File: src/rtl/buffer_pkg.sv
// Shared constants, flit type and sizing helper for the virtual-channel buffers.
package buffer_pkg;

   localparam int FLIT_WIDTH    = 64;
   localparam int NUM_VC_DEF    = 2;
   localparam int BUF_DEPTH_DEF = 4;

   typedef logic [FLIT_WIDTH-1:0] flit_t;

   // Index width that never collapses to zero bits, even for a single VC.
   function automatic int clog2_min1(input int n);
      return (n <= 2) ? 1 : $clog2(n);
   endfunction

endpackage

File: src/rtl/buffer_fifo_core.sv
// One single-VC synchronous FIFO: register storage, wrapping pointers, explicit count, flags.
// Requests arrive pre-decoded for this VC; qualification against full/empty happens here.
module buffer_fifo_core #(
   parameter int WIDTH        = 64,
   parameter int DEPTH        = 4,
   parameter int AFULL_THRESH = DEPTH - 1,
   parameter int CW           = $clog2(DEPTH + 1)
) (
   input  logic             clk,
   input  logic             reset,
   input  logic             wr_en,
   input  logic             rd_en,
   input  logic [WIDTH-1:0] data_in,
   output logic [WIDTH-1:0] head,
   output logic             full,
   output logic             empty,
   output logic             almost_full,
   output logic [CW-1:0]    count
);

   localparam int PW = $clog2(DEPTH);

   logic [WIDTH-1:0] mem_reg [DEPTH];
   logic [PW-1:0]    wptr_reg;
   logic [PW-1:0]    rptr_reg;
   logic [CW-1:0]    count_reg;
   logic             wq;
   logic             rq;

   assign wq = wr_en & ~full;
   assign rq = rd_en & ~empty;

   // Storage is reset so the head of an idle FIFO reads as zero.
   for (genvar gi = 0; gi < DEPTH; gi++) begin : g_entry
      always_ff @(posedge clk or posedge reset) begin
         if (reset) begin
            mem_reg[gi] <= '0;
         end else if (wq && (wptr_reg == PW'(gi))) begin
            mem_reg[gi] <= data_in;
         end
      end
   end

   always_ff @(posedge clk or posedge reset) begin
      if (reset) begin
         wptr_reg  <= '0;
         rptr_reg  <= '0;
         count_reg <= '0;
      end else begin
         if (wq) wptr_reg <= wptr_reg + 1'b1;
         if (rq) rptr_reg <= rptr_reg + 1'b1;
         case ({wq, rq})
            2'b10:   count_reg <= count_reg + 1'b1;
            2'b01:   count_reg <= count_reg - 1'b1;
            default: count_reg <= count_reg;
         endcase
      end
   end

   assign head        = mem_reg[rptr_reg];
   assign count       = count_reg;
   assign full        = (count_reg == CW'(DEPTH));
   assign empty       = (count_reg == '0);
   assign almost_full = (count_reg >= CW'(AFULL_THRESH));

endmodule

File: src/rtl/buffer_vc_fifo.sv
// NUM_VC independent FIFOs behind one shared write port and one shared read port.
// Optional sticky overflow/underflow flags are built when BUFFER_ERR_EN is defined.
module buffer_vc_fifo
   import buffer_pkg::*;
#(
   parameter  int WIDTH        = FLIT_WIDTH,
   parameter  int DEPTH        = BUF_DEPTH_DEF,
   parameter  int NUM_VC       = NUM_VC_DEF,
   parameter  int AFULL_THRESH = DEPTH - 1,
   localparam int VCW          = clog2_min1(NUM_VC),
   localparam int CW           = $clog2(DEPTH + 1)
) (
   input  logic                 clk,
   input  logic                 reset,
   input  logic                 we,
   input  logic [VCW-1:0]       wr_vc,
   input  logic [WIDTH-1:0]     data_in,
   input  logic                 re,
   input  logic [VCW-1:0]       rd_vc,
   output logic [WIDTH-1:0]     data_out,
   output logic [NUM_VC-1:0]    full,
   output logic [NUM_VC-1:0]    empty,
   output logic [NUM_VC-1:0]    almost_full,
   output logic [NUM_VC*CW-1:0] count
`ifdef BUFFER_ERR_EN
   ,
   output logic [NUM_VC-1:0]    err_ovf,
   output logic [NUM_VC-1:0]    err_udf
`endif
);

   logic [NUM_VC-1:0] wr_sel;
   logic [NUM_VC-1:0] rd_sel;
   logic [WIDTH-1:0]  head [NUM_VC];

   // A VC index beyond NUM_VC matches no lane, so the request is ignored.
   for (genvar gi = 0; gi < NUM_VC; gi++) begin : g_vc
      assign wr_sel[gi] = we & (wr_vc == VCW'(gi));
      assign rd_sel[gi] = re & (rd_vc == VCW'(gi));

      buffer_fifo_core #(
         .WIDTH        (WIDTH),
         .DEPTH        (DEPTH),
         .AFULL_THRESH (AFULL_THRESH),
         .CW           (CW)
      ) u_core (
         .clk         (clk),
         .reset       (reset),
         .wr_en       (wr_sel[gi]),
         .rd_en       (rd_sel[gi]),
         .data_in     (data_in),
         .head        (head[gi]),
         .full        (full[gi]),
         .empty       (empty[gi]),
         .almost_full (almost_full[gi]),
         .count       (count[gi*CW +: CW])
      );
   end

   always_comb begin
      data_out = '0;
      for (int v = 0; v < NUM_VC; v++) begin
         if (rd_vc == VCW'(v)) data_out = head[v];
      end
   end

`ifdef BUFFER_ERR_EN
   logic [NUM_VC-1:0] err_ovf_reg;
   logic [NUM_VC-1:0] err_udf_reg;

   // Flags use the pre-edge full/empty, i.e. the same view that rejected the request.
   for (genvar gi = 0; gi < NUM_VC; gi++) begin : g_err
      always_ff @(posedge clk or posedge reset) begin
         if (reset) begin
            err_ovf_reg[gi] <= 1'b0;
            err_udf_reg[gi] <= 1'b0;
         end else begin
            if (wr_sel[gi] && full[gi])  err_ovf_reg[gi] <= 1'b1;
            if (rd_sel[gi] && empty[gi]) err_udf_reg[gi] <= 1'b1;
         end
      end
   end

   assign err_ovf = err_ovf_reg;
   assign err_udf = err_udf_reg;
`endif

endmodule

File: config.mk
export PLATFORM = sky130hd
export DESIGN_NAME = buffer_vc_fifo
export DESIGN_NICKNAME = d
export VERILOG_FILES = /design/src/rtl/buffer_pkg.sv /design/src/rtl/buffer_fifo_core.sv /design/src/rtl/buffer_vc_fifo.sv
export SDC_FILE = /design/constraint.sdc
export NUM_CORES = 1
export LEC_CHECK = 0
export ABC_AREA = 1
export BUFFER_PORTS_ARGS = -buffer_cell sky130_fd_sc_hd__buf_2
export CELL_PAD_IN_SITES_DETAIL_PLACEMENT = 0
export CELL_PAD_IN_SITES_GLOBAL_PLACEMENT = 1
export CORE_MARGIN = 2
export CORE_UTILIZATION = 46
export DETAILED_ROUTE_END_ITERATION = 16
export PLACE_DENSITY = 0.82
export SLEW_MARGIN = 10
export SYNTH_ARGS = -nofsm -noshare
export SYNTH_HDL_FRONTEND = slang
export SYNTH_SLANG_ARGS = --single-unit
File: constraint.sdc
create_clock -name clk -period 27.8 [get_ports clk]
set_input_delay 6.95 -clock clk [delete_from_list [all_inputs] [get_ports clk]]
set_output_delay 6.95 -clock clk [all_outputs]
set_load 0.005 [all_outputs]
==> results of run 1 <==
## stage by stage
stage | instances | setup slack (ps) | util [%]
final | 4499 | 11550 | 49.9
after global routing | 4499 | 11270 | 49.9
after CTS | 4498 | 11480 | 49.9
after detailed placement | 4396 | 11480 | 46.8
after global placement | 4396 | 11560 | 46.8
after floorplan | 3822 | 6150 | -
## final cells by class
class                   count  area, µm²
multi-input cells        2625      12000
flip-flops and latches    526      13200
inverters                 288       1100
repair buffers            175        953
well taps                 782        978
fillers                  6061      30200
diodes                      1       2.50
clock inverters            11       87.6
clock buffers              91       1810
## layer usage
layer	GRT usage, %	up-vias	wire length, µm
met2	49.0	734	43900
met4	9.77	0	2910
met1	37.3	12200	37700
li1	-	12000	-
met3	3.26	163	4490
met5	0	-	0
## report_power, final
part	internal [µW]	switching (µW)	total [µW]
clock	451	320	770
combinational	484	1110	1590
sequential	1120	247	1370
total	2050	1670	3730
## synthesized netlist by cell type, types with 4 or more instances
master	n	share of area, %
nand2_1	1748	23
ha_1	10	0.45
buf_2	183	3.3
xor2_1	6	0.19
clkbuf_2	64	1.1
buf_1	31	0.42
xnor2_1	4	0.13
nand3_2	4	0.14
dfrtp_1	526	47
nand4_1	512	11
o21ai_0	6	0.11
buf_4	37	0.99
nand3_1	326	5.8
clkbuf_1	66	0.89
inv_1	284	3.8
nand3_4	4	0.25
## worst max-delay path by stage
| stage | end | slack (ps) | cells after the start |
|---|---|---|---|
| 3_3_place_gp | data_out[45] | 11560 | 5 |
| 2_1_floorplan | g_vc[0].u_core.count[0] | 6150 | 1 |
| 5_1_grt | data_out[38] | 11270 | 5 |
| 4_1_cts | data_out[22] | 11480 | 5 |
| 6_report | data_out[22] | 11550 | 5 |
| 3_5_place_dp | data_out[22] | 11480 | 5 |
## cell families after synthesis
kind of cell / Yosys count / share of synthesized area (%)
adders and majority gates: 12 / 0.591
xor gates and xnor gates: 10 / 0.313
and+or+nand+nor: 2597 / 41.2
buffers and inverters: 671 / 10.7
DFF: 526 / 47.1
AOI/OAI and AO/OA: 6 / 0.107
## placed cells by master (no fill, tap or decap), types with 9 or more instances in the layout
cell type	count
dfrtp_1	522
clkinv_2	11
nand3_4	9
buf_4	31
clkbuf_16	59
inv_1	281
nand3_1	325
nand4_1	512
clkbuf_1	11
buf_2	144
clkbuf_8	21
nand2_1	1747
## worst max-delay path, delay by kind of cell
| kind | cells | cell delay (ps) |
|---|---|---|
| buf+inv | 3 | 1850 |
| simple gates | 2 | 410 |
==> summary.md, run 1 <==
| Metric | Value |
|---|---|
| Status | complete, no violations |
| DRT Pass-1 Iters | 5 |
| Max H-tree Level | 2 |
| Synth Instances | roughly 3.8k |
| I/O pin cnt | ~150 |
| Worst Hold Class | reg2reg |
| Fmax | about 0.062 GHz |
| Worst VDD drop | slightly above 70 µV |
| Count of final setup violators | 0 |
| Initial antenna violation count | 1 |
| Post-synth ARST share | 100% |
| Max reg flops | approximately 500 |
| Total grt overflow | 0 |
| Largest net degree at the start of global routing | 101 |
| Pwr Density | 124 mW/mm² |
| Clk root buf | clkbuf_16 |
| Vias | 25.1k |
| CP max stage delay | approximately 1100 ps |
| Vias in the first global route | about 24k |
| Final #Nets | about 3.8k |
| WP data required | around 21,000 ps |
| Period utilization | about three fifths |
| Die width | between 200 and 300 µm |
| Startpoint Class | primary input |
| Synth-to-layout area growth | 7.57% |
| Number of enable flip-flop cells after synthesis | 0 |
| Clk slew on worst S/H paths | approximately 60 ps |
| CP arrival | approximately 9300 ps |
| Setup TNS | 0 ps |
| Final Total Pwr | around 3700 µW |
| Synthesized cell area | about 0.028 mm² |
| Crit path top cell by count | nand2_1 |
| FF+latch count, synth | 526 |
| Port bufs | about 150 |
| Placed inst area | 0.0282 mm² |
| RSZ-0062 raised after global routing | false |
| Setup Skew | around 17 ps |
| Avg Inst Size Synth | 7.31 µm² |
| WL per Instance | between 15 and 20 µm |
| Setup Crit Path Kind | in2out |
| Reg2reg end | g_vc[1].u_core.mem_reg[162] |
| Post-CTS Hold Fix Bufs | 0 |
| R2R setup slack | 24,280 ps |
| Postcts setup bufs | 0 |
| Hold path startpoint | g_vc[0].u_core.mem_reg[221] |
| Total core area | around 0.060 mm² |
| Initial DRC count | 2,184 |
| Register area share after synthesis | 47.1% |
| Syn nets | slightly below 4k |
| Worst hold stages | 2 |
| Endpoints failing hold | 0 |
| DP Wirelength | approximately 46 mm |
| Clk buf depth | 3 |
| # clock sinks | around 530 |
| CP startpoint | rd_vc |
| Final ANT Viol Nets | 0 |
| Synth unique cells | 22 |
| Drc violations | 0 |
| Routability Congestion | 0.751 |
| R2R depth | 6 |
| Global-route wire length before repair | between 100 and 150 mm |
| Yosys warns | 0 |
| Leakage Power | 0.0163 µW |
| Initial core utilization | 46.4% |
| Drt total wl | just under 90 mm |
| Slew @ Worst Pin | ~1200 ps |
| Crit end category | primary output |
| Resized cells post-CTS | 0 |
| Tmin final | about 16,000 ps |
| Fin Hold WS | about 470 ps |
| Layout cell share with drive strength beyond 1 | under 10% |
| Die Ht | 251 µm |
| CTS tree | done |
| Cell row count | 90 |
| Total GRT Usage | ~28% |
| Worst R2R Start | g_vc[1].u_core.count[1] |
| Max Cap Viol | 0 |
| Die area | 0.0628 mm² |
| Average via count per standard cell | approximately 5.6 |
| Main synth FF type | dfrtp_1 |
| Worst Hold End | g_vc[0].u_core.mem_reg[221] |
| CP Cell Sequence | buf_4 > clkinv_2 > nand2_1 > nand2_1 > buf_2 |
| Slew Limit Fails | 0 |
| Post-route design area | approximately 0.03 mm² |
| CTS Buf Count | 57 |
| Worst-Skew Late Latency | roughly 620 ps |
| Max stage delay cell, worst path | clkinv_2 |
| Rel. slew slack | between 20% and 30% |
| Max FO, Critical Path | between 60 and 70 |
Power figures use the tool's default switching activity.
==> run 2: changes to the inputs <==
- CORE_UTILIZATION: 46 -> 41
- PLACE_DENSITY: 0.82 -> 0.77
- clock period: 27.8 -> 13.1 ns (I/O delays scaled with it)
==> summary.md, run 2 (synthesis results as in run 1) <==
| Metric | Value |
|---|---|
| CTS Buf Count | 59 (was 57) |
| Max reg flops | 512 (unchanged) |
| Initial DRC count | 2,195 (was 2,184) |
| Drt total wl | 91.7 mm (was 89.0 mm) |
| DP Wirelength | 47.1 mm (was 45.5 mm) |
| Port bufs | 145 (unchanged) |
| Crit end category | primary output (unchanged) |
| Worst R2R Start | g_vc[0].u_core.count[0] (was g_vc[1].u_core.count[1]) |
| Setup Crit Path Kind | in2out (unchanged) |
| Worst VDD drop | 224 µV (was 72.5 µV) |
| Setup TNS | 0 ps (unchanged) |
| Slew Limit Fails | 0 (unchanged) |
| Count of final setup violators | 0 (unchanged) |
| CTS tree | done (unchanged) |
| Total grt overflow | 0 (unchanged) |
| Slew @ Worst Pin | 1170 ps (was 1190 ps) |
| Cell row count | 95 (was 90) |
| Fmax | 0.123 GHz |
| Largest net degree at the start of global routing | 160 (was 101) |
| Global-route wire length before repair | 144 mm (was 142 mm) |
| Clk slew on worst S/H paths | 60 ps (about the same) |
| Die Ht | 265 µm (was 251 µm) |
| Post-CTS Hold Fix Bufs | 0 (unchanged) |
| DRT Pass-1 Iters | 5 (unchanged) |
| Leakage Power | 0.0163 µW (about the same) |
| # clock sinks | 526 (unchanged) |
| Setup WS post-layout | 4980 ps (was 11,550 ps) |
| Postcts setup bufs | 0 (unchanged) |
| Vias in the first global route | 24.3k (was 24.4k) |
| Vias | 25.0k (was 25.1k) |
| Total core area | 0.0673 mm² (was 0.0602 mm²) |
| Clock share of power | 20.5% (was 20.7%) |
| Most common cell after layout, fill and taps aside | nand2_1 (unchanged) |
| Max Cap Viol | 0 (unchanged) |
| Resized cells post-CTS | 0 (unchanged) |
| Commonest cells after routing, fill and taps aside | nand2_1 (1,747), dfrtp_1 (522), nand4_1 (512) (unchanged) |
| Period utilization | 62.0% |
| Reg2reg end | g_vc[0].u_core.mem_reg[226] (was g_vc[1].u_core.mem_reg[162]) |
| ANT cells | 0 (was 1) |
| Max H-tree Level | 2 (unchanged) |
| Die width | 265 µm (was 251 µm) |
| CP startpoint | rd_vc (unchanged) |
| Initial core utilization | 41.5% (was 46.4%) |
| Final ANT Viol Nets | 0 (unchanged) |
| Synth-to-layout area growth | 7.96% (was 7.57%) |
| R2R setup slack | 9220 ps (was 24,280 ps) |
| Initial antenna violation count | 0 (was 1) |
| WP data required | 9820 ps (was 20,850 ps) |
| Max FO, Critical Path | 67 (unchanged) |
| Total GRT Usage | 26.1% (was 28.5%) |
| Setup Skew | 22.1 ps (was 16.6 ps) |
| Final #Nets | 3,760 (was 3,755) |
| Rel. slew slack | 21.9% (was 20.6%) |
| Startpoint Class | primary input (unchanged) |
| R2R depth | 6 (unchanged) |
| Pwr Density | 263 mW/mm² (was 124 mW/mm²) |
| Drc violations | 0 (unchanged) |
| WL per Instance | 20.0 µm (was 19.8 µm) |
| Worst Hold Class | reg2reg (unchanged) |
| I/O pin cnt | 146 (unchanged) |
| Combinational share of power | 43.2% (was 42.7%) |
| Worst-Skew Late Latency | 630 ps (was 620 ps) |
| Worst setup path endpoint | data_out[29] (was data_out[22]) |
| Average via count per standard cell | 5.43 (was 5.58) |
| Status | complete, no violations (unchanged) |
| Die area | 0.0703 mm² (was 0.0628 mm²) |
| Switching component of the power | 3580 µW (was 1670 µW) |
| Cell Int Power | 4350 µW (was 2050 µW) |
| Tmin final | between 8000 and 9000 ps |
| Clk root buf | clkbuf_16 (unchanged) |
| Clk buf depth | 3 (unchanged) |
| CP max stage delay | 640 ps (was 1080 ps) |
| Layout cell share with drive strength beyond 1 | 7.74% (was 7.97%) |
| RSZ-0062 raised after global routing | false (unchanged) |
| Switching part of the total | 45.1% (was 44.9%) |
| Max stage delay cell, worst path | buf_4 (was clkinv_2) |
| CP arrival | 4840 ps (was 9300 ps) |
| Sequential share of power | 36.3% (was 36.7%) |
| Routability Congestion | 0.741 (was 0.751) |
| Place WS | 4940 ps (was 11,480 ps) |
| Endpoints failing hold | 0 (unchanged) |
| CP Cell Sequence | buf_4 > clkinv_2 > buf_4 > nand2_1 > nand2_1 > buf_2 (was buf_4 > clkinv_2 > nand2_1 > nand2_1 > buf_2) |
## run 2: how the worst min path moves through the flow
stage,cells after the start,startpoint,end
2_1_floorplan,2,g_vc[1].u_core.mem_reg[0],g_vc[1].u_core.mem_reg[0]
3_3_place_gp,2,g_vc[0].u_core.mem_reg[16],g_vc[0].u_core.mem_reg[16]
3_5_place_dp,2,g_vc[1].u_core.mem_reg[57],g_vc[1].u_core.mem_reg[57]
4_1_cts,2,g_vc[0].u_core.mem_reg[149],g_vc[0].u_core.mem_reg[149]
5_1_grt,2,g_vc[1].u_core.mem_reg[20],g_vc[1].u_core.mem_reg[20]
6_report,2,g_vc[1].u_core.mem_reg[95],g_vc[1].u_core.mem_reg[95]
## run 2: through the flow
| step | cells | total power, µW | hold WS, ps | util, % | area, µm² |
|---|---|---|---|---|---|
| global placement | 4490 | 6310 | 452 | 42.1 | 28300 |
| finish | 4592 | 7920 | 466 | 44.9 | 30200 |
| CTS | 4592 | 7990 | 472 | 44.9 | 30200 |
| global route | 4592 | 8570 | 481 | 44.9 | 30200 |
| detailed placement | 4490 | 6340 | 458 | 42.1 | 28300 |
| floorplan | 3822 | 5190 | 442 | - | 28000 |
## run 2: per-layer routing
layer,part of all wire [%],up-vias,global-route usage [%]
met2,49,627,44.1
li1,-,12000,-
met3,4.4,150,2.73
met5,0,-,0
met4,3.5,0,9.91
met1,43,12200,34.6
## run 2: critical path: cells and delay by family
family                 cells  cell delay, ps
buffers and inverters      4            1250
and+or+nand+nor            2             220
## run 2: power by group through the flow
stage / combinational, µW / clock (µW) / sequential (µW)
3_5_place_dp: 3450 / 0 / 2890
3_3_place_gp: 3450 / 0 / 2870
4_1_cts: 3460 / 1660 / 2870
6_report: 3420 / 1630 / 2870
5_1_grt: 3870 / 1730 / 2980
2_1_floorplan: 2490 / 0 / 2700
## run 2: cell type report
type | count | area [µm²]
Clock buffer | 96 | 1770
Inverter | 288 | 1100
Multi-Input combinational cell | 2625 | 12000
Clock inverter | 6 | 83.8
Tap cell | 873 | 1090
Fill cell | 6999 | 37100
Sequential cell | 526 | 13200
Timing Repair Buffer | 178 | 1000
==> run 3: changes to the inputs <==
- CORE_UTILIZATION: 41 -> 46
- PLACE_DENSITY: 0.77 -> 0.82
- clock period: 13.1 -> 7.55 ns (I/O delays scaled with it)
==> summary.md, run 3 (synthesis results as in run 1) <==
| Metric | Value |
|---|---|
| Status | complete, no violations (unchanged) |
| Fin Hold WS | 468 ps (was 466 ps) |
| Initial DRC count | 2,537 (was 2,195) |
| Routability Congestion | 0.764 (was 0.741) |
| Vias | 25.2k (was 25.0k) |
| Postcts setup bufs | 0 (unchanged) |
| Place WS | 1680 ps (was 4940 ps) |
| Initial antenna violation count | 4 (was 0) |
| Vias in the first global route | 24.4k (was 24.3k) |
| Reg2reg end | g_vc[0].u_core.mem_reg[89] (was g_vc[0].u_core.mem_reg[226]) |
| Clk buf depth | 3 (unchanged) |
| Max FO, Critical Path | 39 (was 67) |
| Max Cap Viol | 0 (unchanged) |
| Global-route wire length before repair | 142 mm (was 144 mm) |
| CP arrival | 3960 ps (was 4840 ps) |
| Setup Skew | 25.0 ps (was 22.1 ps) |
| Drt total wl | 90.7 mm (was 91.7 mm) |
| Largest net degree at the start of global routing | 191 (was 160) |
| Commonest cells after routing, fill and taps aside | nand2_1 (1,747), dfrtp_1 (522), nand4_1 (512) (unchanged) |
| Die Ht | 251 µm (was 265 µm) |
| Cell row count | 90 (was 95) |
| # clock sinks | 526 (unchanged) |
| Die width | 251 µm (was 265 µm) |
| Initial core utilization | 46.4% (was 41.5%) |
| Clk root buf | clkbuf_16 (unchanged) |
| R2R depth | 6 (unchanged) |
| Placed inst area | 0.0283 mm² (about the same) |
| Worst Path Buf+Inv | 4 (unchanged) |
| Rel. slew slack | 19.5% (was 21.9%) |
| WL per Instance | 20.2 µm (was 20.0 µm) |
| DP Wirelength | 46.5 mm (was 47.1 mm) |
| Hold path startpoint | g_vc[1].u_core.mem_reg[143] (was g_vc[1].u_core.mem_reg[95]) |
| Max stage delay cell, worst path | clkinv_2 (was buf_4) |
| WP data required | 5660 ps (was 9820 ps) |
| Final Total Pwr | 13,800 µW (was 7920 µW) |
| Total grt overflow | 0 (unchanged) |
| Cell family with most CP delay | buffers and inverters (unchanged) |
| I/O pin cnt | 146 (unchanged) |
| Worst Hold End | g_vc[1].u_core.mem_reg[143] (was g_vc[1].u_core.mem_reg[95]) |
| Worst Hold Class | reg2reg (unchanged) |
| Period utilization | between 70% and 80% |
| CTS tree | done (unchanged) |
| Post-CTS Hold Fix Bufs | 0 (unchanged) |
| Most common cell after layout, fill and taps aside | nand2_1 (unchanged) |
| Clk slew on worst S/H paths | 50 ps (was 60 ps) |
| R2R setup slack | 4140 ps (was 9220 ps) |
| Die area | 0.0628 mm² (was 0.0703 mm²) |
| Fillers | 5,973 (was 6,999) |
| Worst hold stages | 2 (unchanged) |
| CP max stage delay | 740 ps (was 640 ps) |
| Post-layout util | 50.0% (was 44.9%) |
| Crit end category | primary output (unchanged) |
| Post-route design area | 0.0302 mm² (about the same) |
| Drc violations | 0 (unchanged) |
| Port bufs | 145 (unchanged) |
| Worst VDD drop | 263 µV (was 224 µV) |
| Worst R2R Start | g_vc[0].u_core.count[1] (was g_vc[0].u_core.count[0]) |
| Max reg flops | 512 (unchanged) |
| CTS Buf Count | 57 (was 59) |
| Resized cells post-CTS | 0 (unchanged) |
| Total GRT Usage | 28.8% (was 26.1%) |
| Average via count per standard cell | 5.60 (was 5.43) |
| Layout cell share with drive strength beyond 1 | 7.88% (was 7.74%) |
| Pwr Density | 457 mW/mm² (was 263 mW/mm²) |
| Startpoint Class | primary input (unchanged) |
| DRT Pass-1 Iters | 5 (unchanged) |
| Leakage Power | 0.0163 µW (about the same) |
| Synth-to-layout area growth | 7.86% (was 7.96%) |
| Final ANT Viol Nets | 0 (unchanged) |
| RSZ-0062 raised after global routing | false (unchanged) |
| Worst-Skew Late Latency | 630 ps (about the same) |
| Endpoints failing hold | 0 (unchanged) |
| Final #Nets | 3,757 (was 3,760) |
| Count of final setup violators | 0 (unchanged) |
| Total core area | 0.0602 mm² (was 0.0673 mm²) |
| Tmin final | about 5800 ps |
| Slew @ Worst Pin | 1210 ps (was 1170 ps) |
| Setup WS post-layout | 1710 ps (was 4980 ps) |
| Slew Limit Fails | 0 (unchanged) |
| CP Cell Sequence | buf_4 > clkinv_2 > buf_4 > nand2_1 > nand2_1 > buf_2 (unchanged) |
| Max H-tree Level | 2 (unchanged) |
| Setup Crit Path Kind | in2out (unchanged) |
| Fmax | 0.171 GHz |
[run 3: metal layers]
metal	global-route usage, %	up-vias	wire length [µm]
met5	0	-	0
met4	10.6	0	3250
met3	3.54	169	5070
met2	48.7	771	44400
li1	-	12000	-
met1	38.0	12300	38000
[run 3: final cells by class]
class	instances	area (µm²)	area share (%)
Sequential cell	526	13200	43.7
Multi-Input combinational cell	2625	12000	39.7
Clock buffer	89	1730	5.73
Inverter	288	1100	3.65
Timing Repair Buffer	177	1060	3.50
Tap cell	782	978	3.25
Clock inverter	13	146	0.486
Antenna cell	2	5.00	0.0166
[run 3: where the power goes]
group | leakage [µW] | internal, µW | switching [µW] | total, µW
Sequential | 0.00661 | 4120 | 879 | 5000
Clock | 0.000925 | 1660 | 1180 | 2840
Combinational | 0.00880 | 1800 | 4140 | 5940
[run 3: how the worst max path moves through the flow]
stage / to / slack [ps] / depth (start not counted) / start
2_1_floorplan: g_vc[0].u_core.count[0] / -1490 / 1 / reset
3_3_place_gp: data_out[7] / 1740 / 6 / rd_vc
3_5_place_dp: data_out[56] / 1680 / 6 / rd_vc
4_1_cts: data_out[50] / 1710 / 6 / rd_vc
5_1_grt: data_out[50] / 1580 / 6 / rd_vc
6_report: data_out[50] / 1710 / 6 / rd_vc
[run 3: through the flow]
step                      std cells  setup TNS (ps)
after global routing           4502               0
after CTS                      4500               0
after floorplan                3822         -781450
after detailed placement       4398               0
final                          4502               0
after global placement         4398               0
[run 3: tightest hold or removal path: cells and delay by family (launching register included)]
kind | cells | cell delay [ps]
flops | 1 | 340
simple gates | 2 | 90
